File: config.mk
export PLATFORM = sky130hd
export DESIGN_NAME = fifo_rd_deframer_flat
export DESIGN_NICKNAME = d
export VERILOG_FILES = /design/src/rtl/fifo_rd_deframer_pkg.sv /design/src/rtl/fifo_rd_deframer_if.sv /design/src/rtl/fifo_rd_deframer_out_skid_buf.sv /design/src/rtl/fifo_rd_deframer.sv /design/src/flat_wrapper.sv
export SDC_FILE = /design/constraint.sdc
export NUM_CORES = 1
export LEC_CHECK = 0
export ABC_AREA = 1
export ABC_CLOCK_PERIOD_IN_PS = 2150
export CAP_MARGIN = 20
export CORE_ASPECT_RATIO = 1.1
export CORE_MARGIN = 8
export CORE_UTILIZATION = 40
export CTS_CLUSTER_DIAMETER = 50
export DETAILED_ROUTE_END_ITERATION = 6
export PLACE_DENSITY = 0.69
export SLEW_MARGIN = 0
export SYNTH_ARGS = -nofsm -noshare
export SYNTH_HDL_FRONTEND = slang
export SYNTH_SLANG_ARGS = --single-unit
File: constraint.sdc
create_clock -name rclk -period 2.15 [get_ports rclk]
set_input_delay 0.3225 -clock rclk [delete_from_list [all_inputs] [get_ports rclk]]
set_output_delay 0.3225 -clock rclk [all_outputs]
set_load 0.1 [all_outputs]
File: src/rtl/fifo_rd_deframer_pkg.sv
// ============================================================================
// fifo_deframer_pkg : shared types and header field helpers for the deframer
// Revision: 1.0
// ============================================================================
`default_nettype none

package fifo_deframer_pkg;

  typedef enum logic [0:0] {
    HDR  = 1'b0,
    DATA = 1'b1
  } state_e;

  localparam int HDR_LEN_LSB = 0;

  // The ID field sits directly above the length field.
  function automatic int hdr_id_lsb(input int len_size);
    return HDR_LEN_LSB + len_size;
  endfunction

  function automatic logic [31:0] hdr_len(input logic [63:0] hdr, input int len_size);
    logic [63:0] mask;
    mask = (64'd1 << len_size) - 64'd1;
    return 32'((hdr >> HDR_LEN_LSB) & mask);
  endfunction

  function automatic logic [31:0] hdr_id(input logic [63:0] hdr, input int len_size,
                                         input int id_size);
    logic [63:0] mask;
    mask = (64'd1 << id_size) - 64'd1;
    return 32'((hdr >> hdr_id_lsb(len_size)) & mask);
  endfunction

endpackage

`default_nettype wire

File: src/rtl/fifo_rd_deframer_if.sv
// ============================================================================
// fifo_rd_deframer_if : FIFO read port plus payload stream of the deframer
// Revision: 1.0
// ============================================================================
`default_nettype none

interface fifo_rd_deframer_if #(
  parameter int DATA_SIZE = 32,
  parameter int ID_SIZE   = 4
);
  logic                 rempty;
  logic [DATA_SIZE-1:0] rdata;
  logic                 rpop;
  logic                 out_valid;
  logic                 out_ready;
  logic [DATA_SIZE-1:0] out_data;
  logic [ID_SIZE-1:0]   out_id;
  logic                 out_last;
  logic                 busy;

  modport master (
    input  rempty, rdata, out_ready,
    output rpop, out_valid, out_data, out_id, out_last, busy
  );

  modport slave (
    output rempty, rdata, out_ready,
    input  rpop, out_valid, out_data, out_id, out_last, busy
  );
endinterface

`default_nettype wire

File: src/rtl/fifo_rd_deframer_out_skid_buf.sv
// ============================================================================
// out_skid_buf : 2-entry register FIFO, output presented from the head entry
// Revision: 1.0
// ============================================================================
`default_nettype none

module out_skid_buf #(
  parameter int WIDTH = 37
) (
  input  logic             rclk_i,
  input  logic             rrst_i,
  input  logic             push_i,
  input  logic [WIDTH-1:0] pdata_i,
  output logic             valid_o,
  input  logic             ready_i,
  output logic [WIDTH-1:0] data_o,
  output logic [1:0]       count_o
);

  logic [WIDTH-1:0] head_q, head_d;
  logic [WIDTH-1:0] tail_q, tail_d;
  logic [1:0]       count_q, count_d;
  logic             w_pop;

  assign w_pop = (count_q != 2'd0) && ready_i;

  // Callers never push while full, so only the push+pop case needs a full-buffer path.
  always_comb begin
    head_d  = head_q;
    tail_d  = tail_q;
    count_d = count_q;
    unique case ({push_i, w_pop})
      2'b10: begin
        if (count_q == 2'd0) head_d = pdata_i;
        else                 tail_d = pdata_i;
        count_d = count_q + 2'd1;
      end
      2'b01: begin
        head_d  = tail_q;
        count_d = count_q - 2'd1;
      end
      2'b11: begin
        if (count_q == 2'd1) begin
          head_d = pdata_i;
        end else begin
          head_d = tail_q;
          tail_d = pdata_i;
        end
      end
      default: ;
    endcase
  end

  always_ff @(posedge rclk_i or negedge rrst_i) begin
    if (!rrst_i) begin
      head_q  <= '0;
      tail_q  <= '0;
      count_q <= 2'd0;
    end else begin
      head_q  <= head_d;
      tail_q  <= tail_d;
      count_q <= count_d;
    end
  end

  assign valid_o = (count_q != 2'd0);
  assign data_o  = head_q;
  assign count_o = count_q;

endmodule

`default_nettype wire

File: src/rtl/fifo_rd_deframer.sv
// ============================================================================
// fifo_rd_deframer : strips packet headers from the async FIFO read port and
//                    streams payload beats with ID and LAST
// Revision: 1.0
// ============================================================================
`default_nettype none

module fifo_rd_deframer
  import fifo_deframer_pkg::*;
#(
  parameter int DATA_SIZE = 32,
  parameter int ID_SIZE   = 4,
  parameter int LEN_SIZE  = 8
) (
  input logic                rclk,
  input logic                rrst,
  fifo_rd_deframer_if.master bus
);

  localparam int ENTRY_W = DATA_SIZE + ID_SIZE + 1;

  state_e              state_q;
  logic [LEN_SIZE-1:0] remain_q;
  logic [ID_SIZE-1:0]  cur_id_q;

  logic [LEN_SIZE-1:0] w_hdr_len;
  logic [ID_SIZE-1:0]  w_hdr_id;
  logic [1:0]          w_count;
  logic                w_data_pop;
  logic [ENTRY_W-1:0]  w_head;
  logic [ENTRY_W-1:0]  w_pdata;

  assign w_hdr_len = LEN_SIZE'(hdr_len(64'(bus.rdata), LEN_SIZE));
  assign w_hdr_id  = ID_SIZE'(hdr_id(64'(bus.rdata), LEN_SIZE, ID_SIZE));

  // Pop gating only looks at registered occupancy, never at out_ready.
  assign w_data_pop = (state_q == DATA) && !bus.rempty && (w_count != 2'd2);
  assign bus.rpop   = rrst && !bus.rempty && ((state_q == HDR) || (w_count != 2'd2));

  always_ff @(posedge rclk or negedge rrst) begin
    if (!rrst) begin
      state_q  <= HDR;
      remain_q <= '0;
      cur_id_q <= '0;
    end else begin
      unique case (state_q)
        HDR: begin
          if (!bus.rempty) begin
            cur_id_q <= w_hdr_id;
            remain_q <= w_hdr_len;
            state_q  <= DATA;
          end
        end
        DATA: begin
          if (w_data_pop) begin
            if (remain_q == '0) state_q <= HDR;
            else                remain_q <= remain_q - 1'b1;
          end
        end
        default: state_q <= HDR;
      endcase
    end
  end

  assign w_pdata = {bus.rdata, cur_id_q, (remain_q == '0)};

  out_skid_buf #(
    .WIDTH (ENTRY_W)
  ) u_skid (
    .rclk_i  (rclk),
    .rrst_i  (rrst),
    .push_i  (w_data_pop),
    .pdata_i (w_pdata),
    .valid_o (bus.out_valid),
    .ready_i (bus.out_ready),
    .data_o  (w_head),
    .count_o (w_count)
  );

  assign {bus.out_data, bus.out_id, bus.out_last} = w_head;
  assign bus.busy = (state_q == DATA) || (w_count != 2'd0);

endmodule

`default_nettype wire

File: src/flat_wrapper.sv
// flat-port wrapper written by rule: the top's interface ports become plain ports
module fifo_rd_deframer_flat import fifo_deframer_pkg::*;
#(
  parameter int DATA_SIZE = 32,
  parameter int ID_SIZE   = 4,
  parameter int LEN_SIZE  = 8
)
  (rclk, rrst, bus_rempty, bus_rdata, bus_out_ready, bus_rpop, bus_out_valid, bus_out_data, bus_out_id, bus_out_last, bus_busy);
  fifo_rd_deframer_if #(.DATA_SIZE(DATA_SIZE), .ID_SIZE(ID_SIZE)) bus_i ();
  input logic rclk;
  input logic rrst;
  input wire logic [$bits(bus_i.rempty)-1:0] bus_rempty;
  input wire logic [$bits(bus_i.rdata)-1:0] bus_rdata;
  input wire logic [$bits(bus_i.out_ready)-1:0] bus_out_ready;
  output wire logic [$bits(bus_i.rpop)-1:0] bus_rpop;
  output wire logic [$bits(bus_i.out_valid)-1:0] bus_out_valid;
  output wire logic [$bits(bus_i.out_data)-1:0] bus_out_data;
  output wire logic [$bits(bus_i.out_id)-1:0] bus_out_id;
  output wire logic [$bits(bus_i.out_last)-1:0] bus_out_last;
  output wire logic [$bits(bus_i.busy)-1:0] bus_busy;
  assign bus_i.rempty = bus_rempty;
  assign bus_i.rdata = bus_rdata;
  assign bus_i.out_ready = bus_out_ready;
  assign bus_rpop = bus_i.rpop;
  assign bus_out_valid = bus_i.out_valid;
  assign bus_out_data = bus_i.out_data;
  assign bus_out_id = bus_i.out_id;
  assign bus_out_last = bus_i.out_last;
  assign bus_busy = bus_i.busy;
  fifo_rd_deframer #(.DATA_SIZE(DATA_SIZE), .ID_SIZE(ID_SIZE), .LEN_SIZE(LEN_SIZE)) u_core (.rclk(rclk), .rrst(rrst), .bus(bus_i));
endmodule
Yosys cells after proc, flatten, opt, wreduce, memory -nomap -nowiden

Cells that the tools add are included.

Flip-flop bits (word level): 89
Input bits: 36
Output and inout bits: 40
Word-level logic and storage cells: 55

Add/subtract/negate cells: 3
Equality and inequality tests: 11
Mux-type cells: 15
Bitwise operators: 2
Reduce and logical (&&, ||, !) cells: 18

Operators with widths:

| cell                                                | number |
|---|---|
| two-way mux 37 bit                                  | 4 |
| case mux 37 bit (3 select lines)                    | 1 |
| case mux 37 bit (2 select lines)                    | 1 |
| two-way mux 8 bit                                   | 3 |
| case mux 8 bit (2 select lines)                     | 1 |
| inequality test 2 bit, second input constant        | 7 |
| zero test 8 bit                                     | 1 |
| subtractor 8 x 1 -> 8 bit, second input constant    | 1 |
| AND reduction 3 bit                                 | 2 |
| nonzero test 2 bit                                  | 3 |
| logical AND 1 bit                                   | 5 |
| equality test 2 x 1 -> 1 bit, second input constant | 2 |
| equality test 2 bit, second input constant          | 2 |
| case mux 2 bit (2 select lines)                     | 1 |
| AND reduction 2 bit                                 | 2 |
| two-way mux 1 bit                                   | 3 |
| nonzero test 3 bit                                  | 1 |
| adder 2 x 1 -> 2 bit, second input constant         | 1 |
| zero test 2 bit                                     | 1 |
| logical OR 1 bit                                    | 2 |
| inverter 1 bit                                      | 2 |
| case mux 1 bit (2 select lines)                     | 1 |
| subtractor 2 x 1 -> 2 bit, second input constant    | 1 |
| zero test 1 bit                                     | 1 |

Logic depth before layout (Yosys ltp)

Gate-level depths: netlist of run 1.

Depth after elaboration: 6
Mapped depth: 14
Depth with buffers taken out: 12

Modules after synthesis

From an unflattened synthesis of run 1, not the netlist that was laid out.

Cells, all modules: 588
Area total of the unflattened synthesis: 4,784.6 sq um

By module, submodules not included:

| module           | instances | cells an instance | area an instance (sq um) | seq. area each (sq um) |
|---|---|---|---|---|
| out_skid_buf     | 1         | 468               | 3,906.2                  | 1,901.8 |
| fifo_rd_deframer | 1         | 120               | 878.3                    | 325.3 |

Least setup slack after synthesis of run 1

OpenSTA, ideal clock, no wires.

Kind: reg-to-reg
From: register u_core.u_skid.count_q[0], in the netlist u_core.u_skid.count_o[0]
To: register u_core.u_skid.head_q[24], in the netlist u_core.u_skid.data_o[24]
Setup time: 0.068 ns
Data arrival time: 2.553 ns
Data required time: 2.082 ns
Slack: -0.471 ns
Stages on the path, launching flop included: 15
Path buffers: 2
Clock period less this slack: 2.621 ns
Path through: dfrtp_1 > inv_1 > ha_1 > inv_2 > nand2_2 > inv_2 > clkbuf_1 > ha_1 > inv_1 > o21bai_2 > buf_2 > nand3_1 > o21ai_0 > nand2_1 > nand2_1

Word-level cells in the longest chain between the ends: 5
Elaborated cells between the ends (all ways): 14
Classes of those cells: 6 x eq/ne; 2 x mux; 6 x reduce/logical

Ends and longest elaborated chain:

| element                                                                      | line                                | RTL |
|---|---|---|
| start, declared                                                              | fifo_rd_deframer_out_skid_buf.sv:22 | `logic [1:0] count_q, count_d;` |
| start signal, assigned                                                       | fifo_rd_deframer_out_skid_buf.sv:62 | `count_q <= count_d;` |
| nonzero test 2 bit *                                                         | -                                   |  |
| named net bus_out_valid                                                      | flat_wrapper.sv:16                  | `output wire logic [$bits(bus_i.out_valid)-1:0] bus_out_valid;` |
| logical AND 1 bit *                                                          | fifo_rd_deframer_out_skid_buf.sv:25 | `assign w_pop = (count_q != 2'd0) && ready_i;` |
| equality test 2 bit or equality test 2 x 1 -> 1 bit (tied branches)          | fifo_rd_deframer_out_skid_buf.sv:32 | `unique case ({push_i, w_pop})` |
| inequality test 2 bit (no source line) or nonzero test 3 bit (tied branches) | -                                   |  |
| AND reduction 2 bit (no source line)                                         | -                                   |  |
| end signal, assigned                                                         | fifo_rd_deframer_out_skid_buf.sv:56 | `head_q <= '0;` |
| end signal, assigned                                                         | fifo_rd_deframer_out_skid_buf.sv:60 | `head_q <= head_d;` |
| end, declared                                                                | fifo_rd_deframer_out_skid_buf.sv:20 | `logic [WIDTH-1:0] head_q, head_d;` |

The timed path passes the listed nets; every way through them passes the cells marked *.
A chain may end at the register's enable or synchronous reset.

Final worst setup path of run 1

From: register u_core.u_skid.count_q[1], in the netlist u_core.u_skid.count_o[1]
To: register u_core.u_skid.head_q[10], in the netlist u_core.u_skid.data_o[10]

Word-level cells in the longest chain between the ends: 5
Elaborated cells between the ends (all ways): 14
Classes of those cells: 6 x eq/ne; 2 x mux; 6 x reduce/logical

Ends and longest elaborated chain:

| element                                                                      | line |
|---|---|
| inequality test 2 bit or nonzero test 2 bit (tied branches)                  | fifo_rd_deframer.sv:37, fifo_rd_deframer_out_skid_buf.sv:25 |
| logical AND 1 bit (on tied branches)                                         | fifo_rd_deframer.sv:37, fifo_rd_deframer_out_skid_buf.sv:25 |
| equality test 2 bit or equality test 2 x 1 -> 1 bit (tied branches)          | fifo_rd_deframer_out_skid_buf.sv:32 |
| inequality test 2 bit (no source line) or nonzero test 3 bit (tied branches) | - |
| AND reduction 2 bit (no source line)                                         | - |

Several ways; a longest one is shown, not always the timed one.

==> results.toml, run 1 <==
[cells_and_area]
fin_cells = 753
drive_gt1_share_pct = 14.9
fin_util_pct = 53.2
num_antenna_cells = 0
layout.nets = 648
synthToLayoutAreaGrowth_pct = 30.0

[yosys]
synthArstFlopShare_pct = 100
synthFlopType = "dfrtp_1"
synth_cells = 529
syn_nets = 572
synth_top_area_share_pct = 52.6
synth_warnings = 0
synth_edf_count = 0
synth_area_leaders = "dfrtp_1, nand2_1, o21ai_0"
synth_most_common_cell = "nand2_1"
yosysTopAreaCell = "dfrtp_1"
yosys_register_bits = 89
synth.distinct_cells = 23
syn_area_per_cell_sq_um = 8.00
yosysSeqAreaShare_pct = 52.6
syn_area_sq_um = 4230
synthTopCellsByCount = "nand2_1, dfrtp_1, o21ai_0, nand3_1, inv_1"

[global_routing]
grt-ovfl-total = 0
busiest_layer = "met2"
grt_use_met1_pct = 19.6
grtUsageTotal_pct = 15.8
met3_usage_pct = 3.30
met2_usage_pct = 26.4
grt_pass1_wl_microns = 18000
grt_max_degree = 90
grt_pass1_vias = 3707
antenna_found_initial = 0

[die]
coreArea_sq_um = 10300
start_util_pct = 40.9
io_pins = 76
num_rows = 39
dieHeight_microns = 124
die_x_microns = 114
die_area_sq_um = 14100

[sta]
fmax_ghz = 0.504
finalHoldViolations = 0
setup_tns_ns = 0
slew_viol_final = 0
setup_viol_count_final = 0
clock_skew_ns = 0.00436
fin_crit_sh_pct = 92.3
period_minus_slack_ns = 1.99
slew_headroom_pct = 56.3
tightest_slew_ns = 0.655

[clock_tree]
cts_tree = "done"
root_buffer = "clkbuf_16"
h-tree-depth = 3
cts.sinks = 89
postCtsHoldBufs = 0
cts.clk_slew.worst_paths_ns = 0.06
cts_inserted_buffers = 9
insertion_delay_ns = 0.33
clockBufferDepth = 2

[critical_path]
worstSetupPathType = "flip-flop to flip-flop"
r2r_start = "u_core.u_skid.count_o[1]"
cp.required_ns = 2.37
cp-startpoint = "u_core.u_skid.count_o[1]"
worstPathMaxFanout = 36
worstSetupStartpointType = "flip-flop"
reg2reg_depth = 12
critical_path_arrival_ns = 2.21
end_kind = "flip-flop"

[route]
drt_wl_total_microns = 10300
ant_nets = 0
drt-initial-drc-count = 275
via_per_inst = 4.86
drcViolationCount = 0
wl_per_cell_microns = 13.7
drt_first_pass_iters = 4
vias = 3661

[placed_design]
dp_hpwl_microns = 7130
place_congestion = 0.835
portBuffers = 75
dp.cells = 736

[outcome]
status = "complete, no violations"

[job]
max-cap-violations = 0

[min_path]
hold_path_class = "primary input to async pin"
per-stage QoR:
stage	area [sq um]	setup slack [ns]	hold slack (ns)
floorplan	4260	-0.0262	0.0269
global placement	5140	-0.0619	0.421
detailed placement	5140	-0.0873	0.425
CTS	5470	0.0127	0.0679
global route	5500	-0.0168	0.0813
finish	5500	0.165	0.0258
cells by family (layout without fill, tap and decap cells):
| group | Yosys count | after routing | share of synthesized area [%] |
|---|---|---|---|
| buffers and inverters | 85 | 166 | 8.72 |
| AO/OA/AOI/OAI | 95 | 95 | 11.7 |
| XOR/XNOR | 2 | 2 | 0.414 |
| adder cells (fa/ha/maj) | 7 | 7 | 2.07 |
| AND/OR/NAND/NOR | 251 | 251 | 24.5 |
| flip-flops | 89 | 89 | 52.6 |
final cells by class:
class	instances	area, sq um
clock buffers	10	239
clock inverters	6	90.1
fillers	950	4840
inverters	57	248
multi-input cells	355	1650
flip-flops and latches	89	2230
well taps	143	179
repair buffers	93	871
metal layers:
metal	wire, microns	part of all wire, %
met5	0	0
met4	114	1.1
met3	527	5.1
met2	5240	51
met1	4460	43
final timing paths:
path | to | slack (ns)
min | u_core.remain_q[0] | 0.03
max | u_core.u_skid.data_o[10] | 0.16
min reg2reg | u_core.u_skid.data_o[22] | 0.48
max reg2reg | u_core.u_skid.data_o[10] | 0.16
max in group asynchronous | u_core.u_skid.tail_q[2] | 1.75
min in group rclk | u_core.u_skid.data_o[22] | 0.48
timing repair:
item | CTS | global route
pin swaps | 0 | 1
setup endpoints to repair | 35 | 57
gates resized for setup | 1 | 3
gates cloned | 0 | 0
setup buffers | 0 | 1
flip-flops by register name, summed over array words and instances, names as in the netlist:
register / cells
u_core.cur_id_q: 4
u_core.state_q: 1
u_core.u_skid.data_o: 37
u_core.u_skid.tail_q: 37
u_core.u_skid.count_o: 2
u_core.remain_q: 8
cells in the final DEF, fill, tap and decap left out, types with 3 or more instances in the layout:
cell type          n
nand2_1          181
dfrtp_1           89
o21ai_0           80
nand3_1           56
buf_4             52
inv_1             50
clkdlybuf4s50_1   34
clkbuf_16          9
nor2_1             8
o21ai_1            8
buf_12             7
ha_1               6
inv_2              5
nand2_2            3
bufinv_16          3
worst max-delay path, cell delays in order (launching register included):
cell	delay, ns
dfrtp_1	0.39
inv_1	0.09
ha_2	0.27
inv_8	0.04
nand2_2	0.08
inv_2	0.07
ha_1	0.21
nand2_1	0.09
nand2_1	0.10
bufinv_16	0.28
o21ai_0	0.12
nand2_1	0.08
nand2_1	0.05
Power of run 1 is not shown: default switching activity piles up to over one toggle a cycle in this logic, so the estimate is an artifact.
==> inputs of run 2 (changes only) <==
CELL_PAD_IN_SITES_DETAIL_PLACEMENT = 0   (was default)
CELL_PAD_IN_SITES_GLOBAL_PLACEMENT = 2   (was default)
CORE_MARGIN = 2   (was 8)
CORE_UTILIZATION = 27   (was 40)
PLACE_DENSITY = 0.78   (was 0.69)
==> results.toml, run 2 (synthesis results as in run 1) <==
[outcome]
status = "complete, no violations"

[clock_tree]
insertion_delay_ns = 0.34
h-tree-depth = 3
root_buffer = "clkbuf_16"
cts.sinks = 89
cts_inserted_buffers = 9
postCtsHoldBufs = 0
clockBufferDepth = 2
cts_tree = "done"
cts.clk_slew.worst_paths_ns = 0.06

[die]
coreArea_sq_um = 15500
die_area_sq_um = 16700
io_pins = 76
start_util_pct = 27.3
num_rows = 48
die_x_microns = 123
dieHeight_microns = 135

[route]
drt-initial-drc-count = 232
wl_per_cell_microns = 13.9
drcViolationCount = 0
via_per_inst = 4.52
drt_first_pass_iters = 5
vias = 3679
ant_nets = 0
drt_wl_total_microns = 11300

[global_routing]
grt-ovfl-total = 0
grt_max_degree = 57
antenna_found_initial = 0
grtUsageTotal_pct = 14.4
grt_pass1_wl_microns = 18800
grt_pass1_vias = 3705

[cells_and_area]
regArea_sq_um = 2230
final_cell_mix = "nand2_1, dfrtp_1, o21ai_0"
fillers = 1674
synthToLayoutAreaGrowth_pct = 31.6
multi_input_area_sq_um = 1660
layout.nets = 653
drive_gt1_share_pct = 16.0
fin_cells = 814
layout_commonest_cell = "nand2_1"
num_antenna_cells = 0

[critical_path]
cp.required_ns = 2.39
worstSetupPathType = "flip-flop to flip-flop"
reg2reg_depth = 11
worstReg2RegEnd = "u_core.u_skid.tail_q[1]"
worstPathMaxFanout = 24
worstSetupStartpointType = "flip-flop"
end_kind = "flip-flop"
critical_path_arrival_ns = 2.25
regToRegSetupSlack_ns = 0.15
r2r_start = "u_core.u_skid.count_o[0]"

[sta]
slew_viol_final = 0
clock_skew_ns = 0.00361
slew_headroom_pct = 49.4
finalHoldViolations = 0
period_minus_slack_ns = 2.00
tightest_slew_ns = 0.759
fin_crit_sh_pct = 93.2
fmax_ghz = 0.499
setup_viol_count_final = 0
rsz0062_at_grt = "no"

[placed_design]
dp.cells = 796
dp_hpwl_microns = 7690
portBuffers = 75
place_congestion = 0.770

[min_path]
hold_path_class = "primary input to async pin"

[job]
max-cap-violations = 0
-- run 2: critical path, cell delays in order, from the launching register on --
cell      delay (ns)
dfrtp_1         0.41
inv_2           0.10
ha_2            0.22
nor3_4          0.05
buf_4           0.14
ha_1            0.20
nand2_1         0.07
o211ai_1        0.08
buf_4           0.15
buf_4           0.15
buf_12          0.15
o21ai_0         0.19
-- run 2: repair_timing --
action	4_1_cts	5_1_grt
setup buffers	0	3
endpoints found under the setup margin	36	74
pin swaps	0	2
gates resized for setup	1	6
-- run 2: worst max path at each step --
stage,slack [ns],endpoint,start,depth (start not counted)
floorplan,-0.03,u_core.u_skid.tail_q[10],u_core.u_skid.count_o[0],11
global placement,-0.09,u_core.u_skid.data_o[32],bus_rempty,9
detailed placement,-0.12,u_core.u_skid.data_o[32],u_core.u_skid.count_o[0],12
CTS,0.05,u_core.u_skid.tail_q[28],u_core.u_skid.count_o[0],9
global route,0.004,u_core.u_skid.tail_q[0],u_core.u_skid.count_o[0],12
finish,0.15,u_core.u_skid.tail_q[1],u_core.u_skid.count_o[0],11
-- run 2: cell type report --
cell class / instances / area share (%)
clock buffer: 11 / 4.54
clock inverter: 4 / 0.944
inverter: 57 / 4.07
multi-input combinational: 355 / 29.8
sequential: 89 / 40.0
tap: 200 / 4.49
timing repair buffer: 98 / 16.2
-- run 2: stage by stage --
step           instance area, sq um  setup WS [ns]  hold WS [ns]  util [%]  setup TNS [ns]
2_1_floorplan                  4260        -0.0262        0.0269         -          -0.523
3_3_place_gp                   5220        -0.0869         0.466      33.7           -1.10
3_5_place_dp                   5220         -0.121         0.466      33.7           -1.51
4_1_cts                        5530         0.0495         0.111      35.7               0
5_1_grt                        5570        0.00431         0.130      35.9               0
6_report                       5570          0.146         0.100      35.9               0
-- run 2: routing by layer --
layer	wire [microns]	share of wire, %	track usage (%)
met5	0	0	0
met4	103	0.91	5.43
met3	434	3.8	2.23
met2	5360	47	22.6
met1	5440	48	20.1
Power of run 2 is left out for the same reason.
==> inputs of run 3 (changes only) <==
ABC_CLOCK_PERIOD_IN_PS = 1900   (was 2150)
CORE_UTILIZATION = 30   (was 27)
PLACE_DENSITY = 0.81   (was 0.78)
clock period = 1.9 ns   (was 2.15 ns; I/O delays follow)
==> results.toml, run 3 (synthesis results as in run 1) <==
[outcome]
status = "complete, but fails checks"
violations = "setup timing"

[cells_and_area]
fin_util_pct = 45.0
layout_commonest_cell = "nand2_1"
drive_gt1_share_pct = 24.3
fillers = 1394
layout.nets = 682
final_cell_mix = "nand2_1, dfrtp_1, buf_4"
regArea_sq_um = 2230
synthToLayoutAreaGrowth_pct = 46.7
multi_input_area_sq_um = 1820
num_antenna_cells = 0

[sta]
clock_skew_ns = 0.00802
tightest_slew_ns = 0.688
worst_slack_ns = -0.0799
rsz0062_at_grt = "yes"
finalHoldViolations = 0
fin_crit_sh_pct = 104
hold_slack_ns = 0.0706
slew_headroom_pct = 54.2
slew_viol_final = 0
period_minus_slack_ns = 1.98
fmax_ghz = 0.505
setup_viol_count_final = 69
setup_tns_ns = -2.50

[job]
max-cap-violations = 0

[critical_path]
critical_path_arrival_ns = 2.24
worstSetupStartpointType = "flip-flop"
end_kind = "flip-flop"
worstPathMaxFanout = 7
reg2reg_depth = 11
slowest_delay_ns = 0.43
cp.required_ns = 2.16
worstSetupPathType = "flip-flop to flip-flop"
slowest_stage = "dfrtp_1"
crit_chain = "ha_4, nor3_4, buf_4, ha_4, nand2_1, o211ai_1, buf_4, buf_12, clkbuf_16, nand2_1, o21ai_0"

[clock_tree]
clockBufferDepth = 2
root_buffer = "clkbuf_16"
h-tree-depth = 3
cts_tree = "done"
postCtsHoldBufs = 0
cts.clk_slew.worst_paths_ns = 0.07
insertion_delay_ns = 0.35
cts_inserted_buffers = 9
cts.sinks = 89

[global_routing]
grt-ovfl-total = 0
grt_pass1_wl_microns = 18000
grt_pass1_vias = 3575
grtUsageTotal_pct = 15.6
antenna_found_initial = 0
grt_max_degree = 52

[placed_design]
dp_hpwl_microns = 7690
portBuffers = 75
dp_worst_setup_slack_ns = -0.276
place_congestion = 0.782

[route]
drt_wl_total_microns = 12600
drcViolationCount = 0
vias = 3858
drt-initial-drc-count = 164
drt_first_pass_iters = 4
ant_nets = 0
wl_per_cell_microns = 15.1
via_per_inst = 4.64

[die]
io_pins = 76
start_util_pct = 30.7
dieHeight_microns = 129
coreArea_sq_um = 13800
num_rows = 45
die_area_sq_um = 15100
die_x_microns = 117

[min_path]
hold_path_class = "primary input to async pin"
## run 3: cell count changes in the layout (fill, tap and decap cells not counted), sizes merged
cell,previous run,this run
clkinv,3,1
clkbuf,11,20
buf,64,84
clkinvlp,0,1
bufinv,1,2
## run 3: area by class of cell
| class | instances | area share, % |
|---|---|---|
| inverter | 57 | 3.65 |
| tap | 188 | 3.79 |
| sequential | 89 | 35.9 |
| timing repair buffer | 127 | 22.1 |
| clock buffer | 11 | 4.07 |
| clock inverter | 4 | 1.23 |
| multi-input combinational | 355 | 29.3 |
## run 3: stage by stage
step,instances,area (sq um)
detailed placement,796,5360
CTS,814,5730
global route,831,6210
global placement,796,5360
finish,831,6210
floorplan,529,4320
## run 3: final timing paths
check | slack [ns] | from | to
worst max-delay path | -0.08 | u_core.u_skid.count_o[1] | u_core.u_skid.tail_q[1]
worst min-delay path | 0.07 | rrst | u_core.cur_id_q[1]
worst max register to register | -0.08 | u_core.u_skid.count_o[1] | u_core.u_skid.tail_q[1]
worst min register to register | 0.48 | u_core.u_skid.data_o[11] | u_core.u_skid.data_o[11]
max in group asynchronous | 1.30 | rrst | u_core.u_skid.tail_q[11]
min in group rclk | 0.48 | u_core.u_skid.data_o[11] | u_core.u_skid.data_o[11]
## run 3: repair_timing
item,in CTS,in global routing
gates resized for setup,4,89
cloned,0,14
pin swaps,1,7
buffers inserted,3,3
setup endpoints to repair,70,74
## run 3: per-layer routing
metal,wire [microns],track usage [%]
met2,5980,24.7
met4,223,5.54
met5,0,0
met3,592,3.96
met1,5770,20.6
## run 3: worst max-delay path: cells and delay by family (launching register included)
family                   cells  cell delay [ns]
AO/OA/AOI/OAI                2             0.16
adder cells (fa/ha/maj)      2             0.33
buffers and inverters        4             0.66
flip-flops                   1             0.43
AND/OR/NAND/NOR              3             0.32
Power of run 3 is left out for the same reason.
